[src/rtl/mips_pkg.sv]
// Shared sequencer types: controller states and pipeline stage indices.
package mips_pkg;

  typedef enum logic [1:0] {
    IDLE = 2'd0,
    RUN  = 2'd1,
    HALT = 2'd2
  } seq_state_e;

  localparam int STG_IF  = 0;
  localparam int STG_ID  = 1;
  localparam int STG_EX  = 2;
  localparam int STG_MEM = 3;
  localparam int STG_WB  = 4;

endpackage

[src/rtl/stage_sequencer_if.sv]
// Control/status bundle between the stage sequencer and the pipeline it steps.
interface stage_sequencer_if #(
  parameter int NUM_STAGES = 5,
  parameter int PC_WIDTH   = 4,
  parameter int CNT_WIDTH  = 16
);
  logic                  go;
  logic [NUM_STAGES-1:0] stage_ready;
  logic [NUM_STAGES-1:0] skip_mask;
  logic                  branch_taken;
  logic [PC_WIDTH-1:0]   branch_target;
  logic                  end_program;
  logic [NUM_STAGES-1:0] stage;
  logic [PC_WIDTH-1:0]   pc;
  logic                  retire;
  logic                  halted;
  logic [CNT_WIDTH-1:0]  instr_count;

  modport master (
    output go, stage_ready, skip_mask, branch_taken, branch_target, end_program,
    input  stage, pc, retire, halted, instr_count
  );

  modport slave (
    input  go, stage_ready, skip_mask, branch_taken, branch_target, end_program,
    output stage, pc, retire, halted, instr_count
  );
endinterface

[src/rtl/stage_sequencer_next_stage_picker.sv]
// Finds the lowest unskipped stage above the active one; none=1 means the
// active stage is the last one this instruction will visit.
module next_stage_picker #(
  parameter int NUM_STAGES = 5
) (
  input  logic [NUM_STAGES-1:0] active,
  input  logic [NUM_STAGES-1:0] skip,
  output logic [NUM_STAGES-1:0] succ,
  output logic                  none
);

  logic seen;

  always_comb begin
    succ = '0;
    none = 1'b1;
    seen = 1'b0;
    for (int j = 0; j < NUM_STAGES; j++) begin
      if (seen && !skip[j] && none) begin
        succ[j] = 1'b1;
        none    = 1'b0;
      end
      seen = seen | active[j];
    end
  end

endmodule

[src/rtl/stage_sequencer.sv]
// Steps one instruction at a time through a one-hot stage chain, honouring
// per-instruction skip masks, and updates pc/count on retire.
//
// state | meaning
// IDLE  | waiting for go, no stage active
// RUN   | exactly one stage active, advancing on its stage_ready
// HALT  | program ended, only reset leaves
module stage_sequencer
  import mips_pkg::*;
#(
  parameter int NUM_STAGES = 5,
  parameter int DECODE_IDX = STG_ID,
  parameter int PC_WIDTH   = 4,
  parameter int CNT_WIDTH  = 16
) (
  input logic             clock,
  input logic             start_n,
  stage_sequencer_if.slave bus
);

  localparam logic [NUM_STAGES-1:0] FIRST_STAGE = NUM_STAGES'(1) << STG_IF;
  localparam logic [NUM_STAGES-1:0] ABOVE_DEC   = {NUM_STAGES{1'b1}} << (DECODE_IDX + 1);

  seq_state_e            state;
  logic [NUM_STAGES-1:0] stage_r;
  logic [NUM_STAGES-1:0] skip_lat;
  logic [NUM_STAGES-1:0] eff_skip;
  logic [NUM_STAGES-1:0] succ;
  logic                  succ_none;
  logic                  advance;
  logic [PC_WIDTH-1:0]   pc_r;
  logic                  retire_r;
  logic                  halted_r;
  logic [CNT_WIDTH-1:0]  count_r;

  // The decode stage's own completion uses the live mask; later stages use the latch.
  assign eff_skip = stage_r[DECODE_IDX] ? (bus.skip_mask & ABOVE_DEC) : skip_lat;
  assign advance  = |(stage_r & bus.stage_ready);

  next_stage_picker #(.NUM_STAGES(NUM_STAGES)) u_picker (
    .active (stage_r),
    .skip   (eff_skip),
    .succ   (succ),
    .none   (succ_none)
  );

  always_ff @(posedge clock or negedge start_n) begin
    if (!start_n) begin
      state    <= IDLE;
      stage_r  <= '0;
      skip_lat <= '0;
      pc_r     <= '0;
      retire_r <= 1'b0;
      halted_r <= 1'b0;
      count_r  <= '0;
    end else begin
      retire_r <= 1'b0;
      case (state)
        IDLE: begin
          if (bus.go) begin
            state   <= RUN;
            stage_r <= FIRST_STAGE;
          end
        end
        RUN: begin
          if (advance) begin
            if (stage_r[DECODE_IDX]) skip_lat <= bus.skip_mask & ABOVE_DEC;
            if (!succ_none) begin
              stage_r <= succ;
            end else begin
              retire_r <= 1'b1;
              skip_lat <= '0;
              pc_r     <= bus.branch_taken ? bus.branch_target : pc_r + 1'b1;
              if (count_r != {CNT_WIDTH{1'b1}}) count_r <= count_r + 1'b1;
              if (bus.end_program) begin
                state    <= HALT;
                stage_r  <= '0;
                halted_r <= 1'b1;
              end else begin
                stage_r <= FIRST_STAGE;
              end
            end
          end
        end
        HALT: begin
          halted_r <= 1'b1;
        end
        default: begin
          state   <= IDLE;
          stage_r <= '0;
        end
      endcase
    end
  end

  assign bus.stage       = stage_r;
  assign bus.pc          = pc_r;
  assign bus.retire      = retire_r;
  assign bus.halted      = halted_r;
  assign bus.instr_count = count_r;

endmodule

[src/flat_wrapper.sv]
// flat-port wrapper written by rule: the top's interface ports become plain ports
module stage_sequencer_flat import mips_pkg::*;
#(
  parameter int NUM_STAGES = 5,
  parameter int DECODE_IDX = STG_ID,
  parameter int PC_WIDTH   = 4,
  parameter int CNT_WIDTH  = 16
)
  (clock, start_n, bus_go, bus_stage_ready, bus_skip_mask, bus_branch_taken, bus_branch_target, bus_end_program, bus_stage, bus_pc, bus_retire, bus_halted, bus_instr_count);
  stage_sequencer_if #(.NUM_STAGES(NUM_STAGES), .PC_WIDTH(PC_WIDTH), .CNT_WIDTH(CNT_WIDTH)) bus_i ();
  input logic clock;
  input logic start_n;
  input wire logic [$bits(bus_i.go)-1:0] bus_go;
  input wire logic [$bits(bus_i.stage_ready)-1:0] bus_stage_ready;
  input wire logic [$bits(bus_i.skip_mask)-1:0] bus_skip_mask;
  input wire logic [$bits(bus_i.branch_taken)-1:0] bus_branch_taken;
  input wire logic [$bits(bus_i.branch_target)-1:0] bus_branch_target;
  input wire logic [$bits(bus_i.end_program)-1:0] bus_end_program;
  output wire logic [$bits(bus_i.stage)-1:0] bus_stage;
  output wire logic [$bits(bus_i.pc)-1:0] bus_pc;
  output wire logic [$bits(bus_i.retire)-1:0] bus_retire;
  output wire logic [$bits(bus_i.halted)-1:0] bus_halted;
  output wire logic [$bits(bus_i.instr_count)-1:0] bus_instr_count;
  assign bus_i.go = bus_go;
  assign bus_i.stage_ready = bus_stage_ready;
  assign bus_i.skip_mask = bus_skip_mask;
  assign bus_i.branch_taken = bus_branch_taken;
  assign bus_i.branch_target = bus_branch_target;
  assign bus_i.end_program = bus_end_program;
  assign bus_stage = bus_i.stage;
  assign bus_pc = bus_i.pc;
  assign bus_retire = bus_i.retire;
  assign bus_halted = bus_i.halted;
  assign bus_instr_count = bus_i.instr_count;
  stage_sequencer #(.NUM_STAGES(NUM_STAGES), .DECODE_IDX(DECODE_IDX), .PC_WIDTH(PC_WIDTH), .CNT_WIDTH(CNT_WIDTH)) u_core (.clock(clock), .start_n(start_n), .bus(bus_i));
endmodule
[config.mk]
export PLATFORM = sky130hd
export DESIGN_NAME = stage_sequencer_flat
export DESIGN_NICKNAME = d
export VERILOG_FILES = /design/src/rtl/mips_pkg.sv /design/src/rtl/stage_sequencer_if.sv /design/src/rtl/stage_sequencer_next_stage_picker.sv /design/src/rtl/stage_sequencer.sv /design/src/flat_wrapper.sv
export SDC_FILE = /design/constraint.sdc
export NUM_CORES = 1
export LEC_CHECK = 0
export CORE_ASPECT_RATIO = 2
export CORE_MARGIN = 2
export CORE_UTILIZATION = 30
export DETAILED_ROUTE_END_ITERATION = 6
export DONT_BUFFER_PORTS = 1
export HOLD_SLACK_MARGIN = 0.02
export PLACE_DENSITY = 0.53
export SKIP_LAST_GASP = 1
export SLEW_MARGIN = 30
export SYNTH_ARGS = -nofsm -noshare
export SYNTH_HDL_FRONTEND = slang
export SYNTH_HIERARCHICAL = 1
export SYNTH_SLANG_ARGS = --single-unit
[constraint.sdc]
create_clock -name clock -period 3.4 [get_ports clock]
set_input_delay 0.51 -clock clock [delete_from_list [all_inputs] [get_ports clock]]
set_output_delay 0.51 -clock clock [all_outputs]
set_load 0.02 [all_outputs]
==> metrics.csv, run 1 <==
stage,metric,value,unit
pwr,power_density,840,nW/µm²
layout,drive_gt1_frac,0.147,
route,wl_per_cell,17.8,µm
route,drt_pass1_iterations,4,
setup_path,r2r_cells,8,
setup_path,cp-start-kind,register,
synth,syn_area_per_cell,10.1,µm²
setup_path,critPathRequiredTime,3.56,ns
timing,fin_setup_tns,0,ns
floorplan,rows,39,
clocking,cts_resized,0,
clocking,cts.sinks,33,
run,cap_violations,0,
pwr,ir_drop,474,µV
setup_path,worstSetupStartpoint,u_core/bus.stage[1]$_DFFE_PN0P_,
outcome,status,"finished, final reports clean",
floorplan,start_util,0.307,
setup_path,regToRegSetupSlack,0.93,ns
grt,grt_max_degree,34,
clocking,clockBufferDepth,2,
floorplan,dieHeight,112,µm
layout,antenna_cells,0,
clocking,cts_tree,done,
hold_path,hp-class,in -> async,
place,dp_hpwl,3050,µm
route,drt_iter0_drc,32,
grt,grt_overflow,0,
layout,final_area,1960,µm²
route,via_per_inst,5.46,
layout,syn_to_final_growth,12.7,%
setup_path,reg2reg_from,u_core/bus.stage[1]$_DFFE_PN0P_,
timing,tightest_slew,0.654,ns
timing,clock.fmax,405,MHz
timing,fin_skew,0.00251,ns
timing,slew_headroom,0.564,
place,port_buffers,0,
route,drtAntennaViolNets,0,
timing,drv_slew,0,
setup_path,cp-endpoint,u_core/bus.instr_count[1]$_DFFE_PN0P_,
route,drc_errors,0,
grt,antenna_found_initial,0,
grt,grt_pass1_wl,7250,µm
route,finalWirelength,4230,µm
setup_path,critPathMaxFanout,9,
synth,syn_area,1740,µm²
place,gp_congestion,0.754,
route,routed-via-count,1299,
synth,synth_nets,193,
clocking,numCtsBuffers,5,
clocking,clock_latency,0.28,ns
grt,grt_pass1_vias,1381,
floorplan,core,5660,µm²
place,placed_area,1800,µm²
grt,grt_usage,0.148,
timing,period_share,0.726,
clocking,htreeDepth,2,
timing,final.min_clock_period,2.47,ns
synth,yosys_warnings,6,
timing,setup_viol,0,
pwr,cellLeakagePower,0.827,nW
floorplan,die_area,6460,µm²
setup_path,worst_ep_arrival_time,2.63,ns
floorplan,fp.dieW,57.8,µm
layout,post-route-util,0.346,
timing,hold_slack,0.0611,ns
clocking,path_clk_slew,0.05,ns
timing,rsz0062_at_grt,false,
setup_path,cp-end-kind,register,
floorplan,ioPinCount,46,
clocking,root_buffer,clkbuf_16,
setup_path,critPathKind,reg -> reg,
layout,num-nets-final,198,
synth,syn_inst,172,
setup_path,r2r_end,u_core/bus.instr_count[1]$_DFFE_PN0P_,
timing,hold_viol_final,0,
layout,fillers,592,
registers in the layout, indices dropped and copies added, names as in the netlist:
name,count
u_core/skip_lat,4
u_core/bus.stage,5
u_core/bus.retire,1
u_core/bus.halted,1
u_core/state,2
u_core/bus.pc,4
u_core/bus.instr_count,16
final cells by class:
class,count,area [µm²],area share
clock buffer,7,143,0.0728
inverter,5,18.8,0.00958
tap,61,76.3,0.0390
timing repair buffer,4,42.5,0.0217
multi-input combinational,128,853,0.436
sequential,33,826,0.421
worst min path at each step:
stage / slack, ns / to / cells past startpoint
after detailed placement: 0.22 / u_core/bus.halted$_DFFE_PN0P_ / 0
after floorplan: 0.21 / u_core/bus.halted$_DFFE_PN0P_ / 0
after global placement: 0.22 / u_core/bus.halted$_DFFE_PN0P_ / 0
after global routing: 0.07 / u_core/bus.halted$_DFFE_PN0P_ / 1
final: 0.06 / u_core/bus.halted$_DFFE_PN0P_ / 1
after CTS: 0.06 / u_core/bus.halted$_DFFE_PN0P_ / 1
timing repair:
| action | 4_1_cts | 5_1_grt |
|---|---|---|
| hold endpoints to repair | 33 | 0 |
| setup buffers | 0 | 0 |
| hold buffers | 1 | 0 |
report_power, final:
group	internal [mW]	total [mW]	switching, mW	leakage, nW
combinational	0.240	0.541	0.301	0.328
sequential	0.475	0.658	0.183	0.429
clock	0.287	0.448	0.160	0.0700
cell usage in the layout (no fill, tap or decap), drive strengths merged:
master  instances
nand3b          1
xnor2           9
mux2            9
nand2          13
inv             5
o22ai           2
or2             1
buf             4
o31a            1
clkbuf          7
a22o            4
a222oi          1
nor3b           1
nor2b           2
xor2            1
dfrtp          33
ha              2
a311oi          1
and2b           1
o21ai           7
a22oi           1
nor4            1
nand4          11
a211o           1
mux2i           4
and4            3
conb            1
o211ai          2
a21boi          2
nor2           13
and2            3
a21oi           7
nand2b          3
nand3          13
and3            5
nor4b           1
a31oi           1
per-stage QoR:
step                      cells  power, mW  worst slack, ns
after floorplan             172       1.07            0.777
after global placement      230       1.20            0.891
after detailed placement    230       1.21            0.903
after CTS                   238       1.68            0.885
after global routing        238       1.78            0.741
final                       238       1.65            0.931
metal layers:
| layer | GRT usage | wire, µm | vias to the layer above |
|---|---|---|---|
| met1 | 0.154 | 1510 | 622 |
| met2 | 0.262 | 2390 | 34 |
| met3 | 0.0453 | 235 | 8 |
| met4 | 0.0651 | 90 | 0 |
| li1 | - | - | 635 |
| met5 | 0 | 0 | - |
worst max-delay path, stage by stage (launching register included):
cell	delay (ns)
dfrtp_1	0.48
mux2_2	0.31
inv_1	0.05
a211o_1	0.26
a21oi_1	0.17
a21boi_2	0.30
o31a_2	0.31
and2_4	0.19
mux2_4	0.29
No activity file was read; power rests on OpenSTA's default activity.
==> inputs of run 2 (changes only) <==
==> constraint.sdc (replaced) <==
create_clock -name clock -period 2.5 [get_ports clock]
set_input_delay 0.375 -clock clock [delete_from_list [all_inputs] [get_ports clock]]
set_output_delay 0.375 -clock clock [all_outputs]
set_load 0.02 [all_outputs]
==> run 2 against run 1 <==
- clock power is 42% higher
- hold slack improved by 0.14 ns
- die area is the same
- sequential cell count unchanged
- combinational power up 58%
- sequential share of layout area is 1.7 points lower
- setup slack worse by 0.76 ns
- critical path depth up 1
- clock-buffer cell count unchanged
- critical path type unchanged
==> metrics.csv, run 2 (synthesis results as in run 1) <==
stage,metric,value,unit
layout,syn_to_final_growth,17.6,%
setup_path,r2r_cells,9,
pwr,power_density,1150,nW/µm²
setup_path,crit_cells,9,
grt,grt_overflow,0,
place,port_buffers,0,
clocking,cts_hold_buf,2,
layout,layout_common_cells,"dfrtp_1 (32), nand2_1 (13), nand3_1 (13), nor2_1 (13)",
timing,drv_slew,0,
setup_path,regToRegSetupSlack,0.17,ns
clocking,path_clk_slew,0.05,ns
clocking,htreeDepth,2,
pwr,ir_drop,620,µV
setup_path,crit_buf_inv,2,
grt,grt_usage,0.143,
floorplan,rows,39,
setup_path,critPathRequiredTime,2.66,ns
clocking,post_cts_buffers,0,
timing,setup_viol,0,
floorplan,fp.dieW,57.8,µm
layout,antenna_cells,0,
setup_path,cp-start-kind,register,
timing,fin_skew,0.00664,ns
route,drt_pass1_iterations,4,
setup_path,critPathMaxFanout,10,
clocking,cts_resized,0,
route,routed-via-count,1326,
timing,hold_viol_final,0,
clocking,clock_latency,0.28,ns
clocking,clockBufferDepth,2,
grt,grt_pass1_vias,1381,
timing,period_share,0.932,
setup_path,crit_family,compound AO/OA/AOI/OAI gates,
grt,antenna_found_initial,0,
layout,largest_register_ffs,16,
hold_path,hold_path_depth,1,
route,wl_per_cell,17.1,µm
timing,fin_setup_tns,0,ns
layout,final_common_cell,dfrtp_1,
pwr,p_total,2.35,mW
route,met3_wirelength,222,µm
timing,final.min_clock_period,2.33,ns
floorplan,dieHeight,112,µm
route,via_per_inst,5.35,
floorplan,ioPinCount,46,
layout,num-nets-final,207,
route,topRoutingLayerUsed,met4,
grt,grt_pass1_wl,7050,µm
route,drt_iter0_drc,31,
setup_path,worst_ep_arrival_time,2.49,ns
pwr,cellLeakagePower,0.880,nW
floorplan,core,5660,µm²
layout,drive_gt1_frac,0.198,
timing,clock.fmax,429,MHz
run,cap_violations,0,
setup_path,cp_common_cell,mux2_2,
setup_path,critPathKind,reg -> reg,
hold_path,hp-class,in -> reg,
timing,tightest_slew,0.495,ns
place,dp_hpwl,3180,µm
setup_path,critPathMaxStageDelay,0.39,ns
route,drc_errors,0,
grt,grt_max_degree,34,
route,finalWirelength,4250,µm
setup_path,cp_cell_sequence,"buf_4, mux2_2, o211ai_1, a21oi_1, a21boi_2, nand2_1, inv_2, nand4_1, mux2_2",
floorplan,die_area,6460,µm²
setup_path,crit_slowest_cell,dfrtp_2,
floorplan,start_util,0.307,
outcome,status,"finished, final reports clean",
timing,rsz0062_at_grt,false,
setup_path,cp-end-kind,register,
route,routedLengthMet1,1570,µm
clocking,cts_tree,done,
clocking,numCtsBuffers,5,
timing,slew_headroom,0.666,
clocking,root_buffer,clkbuf_16,
clocking,cts.sinks,33,
route,wl_met2,2380,µm
route,drtAntennaViolNets,0,
place,gp_congestion,0.723,
## run 2: cell count changes in the layout (fill, tap and decap cells not counted)
cell / change
clkinv_2: +1
dfrtp_2: +1
clkbuf_1: -1
dfrtp_1: -1
buf_4: +8
dlygate4sd3_1: +1
clkbuf_8: +1
## run 2: final cells by class
class,count,area [µm²]
Clock inverter,1,5.00
Clock buffer,7,153
Sequential cell,33,827
Timing Repair Buffer,13,113
Fill cell,579,3610
Multi-Input combinational cell,128,853
Inverter,5,18.8
Tap cell,61,76.3
## run 2: per-stage QoR
stage	utilization	hold WS [ns]	setup slack [ns]	cells	cell area (µm²)
6_report	0.361	0.206	0.170	248	2050
5_1_grt	0.361	0.194	0.0172	248	2050
4_1_cts	0.361	0.197	0.145	248	2050
3_5_place_dp	0.328	0.0802	0.170	238	1860
3_3_place_gp	0.328	0.0808	0.173	238	1860
2_1_floorplan	-	0.0794	0.00647	172	1740
## run 2: routing by layer
layer	track usage	vias to the layer above
met3	0.0383	5
met4	0.0651	0
met1	0.150	639
met2	0.256	28
met5	0	-
li1	-	654
## run 2: worst paths after layout
check                                                 from                                endpoint
setup / recovery           u_core/bus.stage[1]$_DFFE_PN0P_  u_core/bus.instr_count[12]$_DFFE_PN0P_
hold / removal                             bus_end_program             u_core/state[0]$_DFFE_PN0P_
setup reg to reg           u_core/bus.stage[1]$_DFFE_PN0P_  u_core/bus.instr_count[12]$_DFFE_PN0P_
hold reg to reg             u_core/skip_lat[2]$_DFFE_PN0P_          u_core/skip_lat[2]$_DFFE_PN0P_
max in group asynchronous                          start_n         u_core/bus.stage[1]$_DFFE_PN0P_
min in group asynchronous                          start_n   u_core/bus.instr_count[6]$_DFFE_PN0P_
## run 2: power breakdown
part	total (mW)	internal (mW)	switching, mW	leakage [nW]
Clock	0.636	0.421	0.215	0.0799
Combinational	0.857	0.387	0.470	0.373
Sequential	0.854	0.648	0.207	0.427
Total	2.35	1.46	0.891	0.880
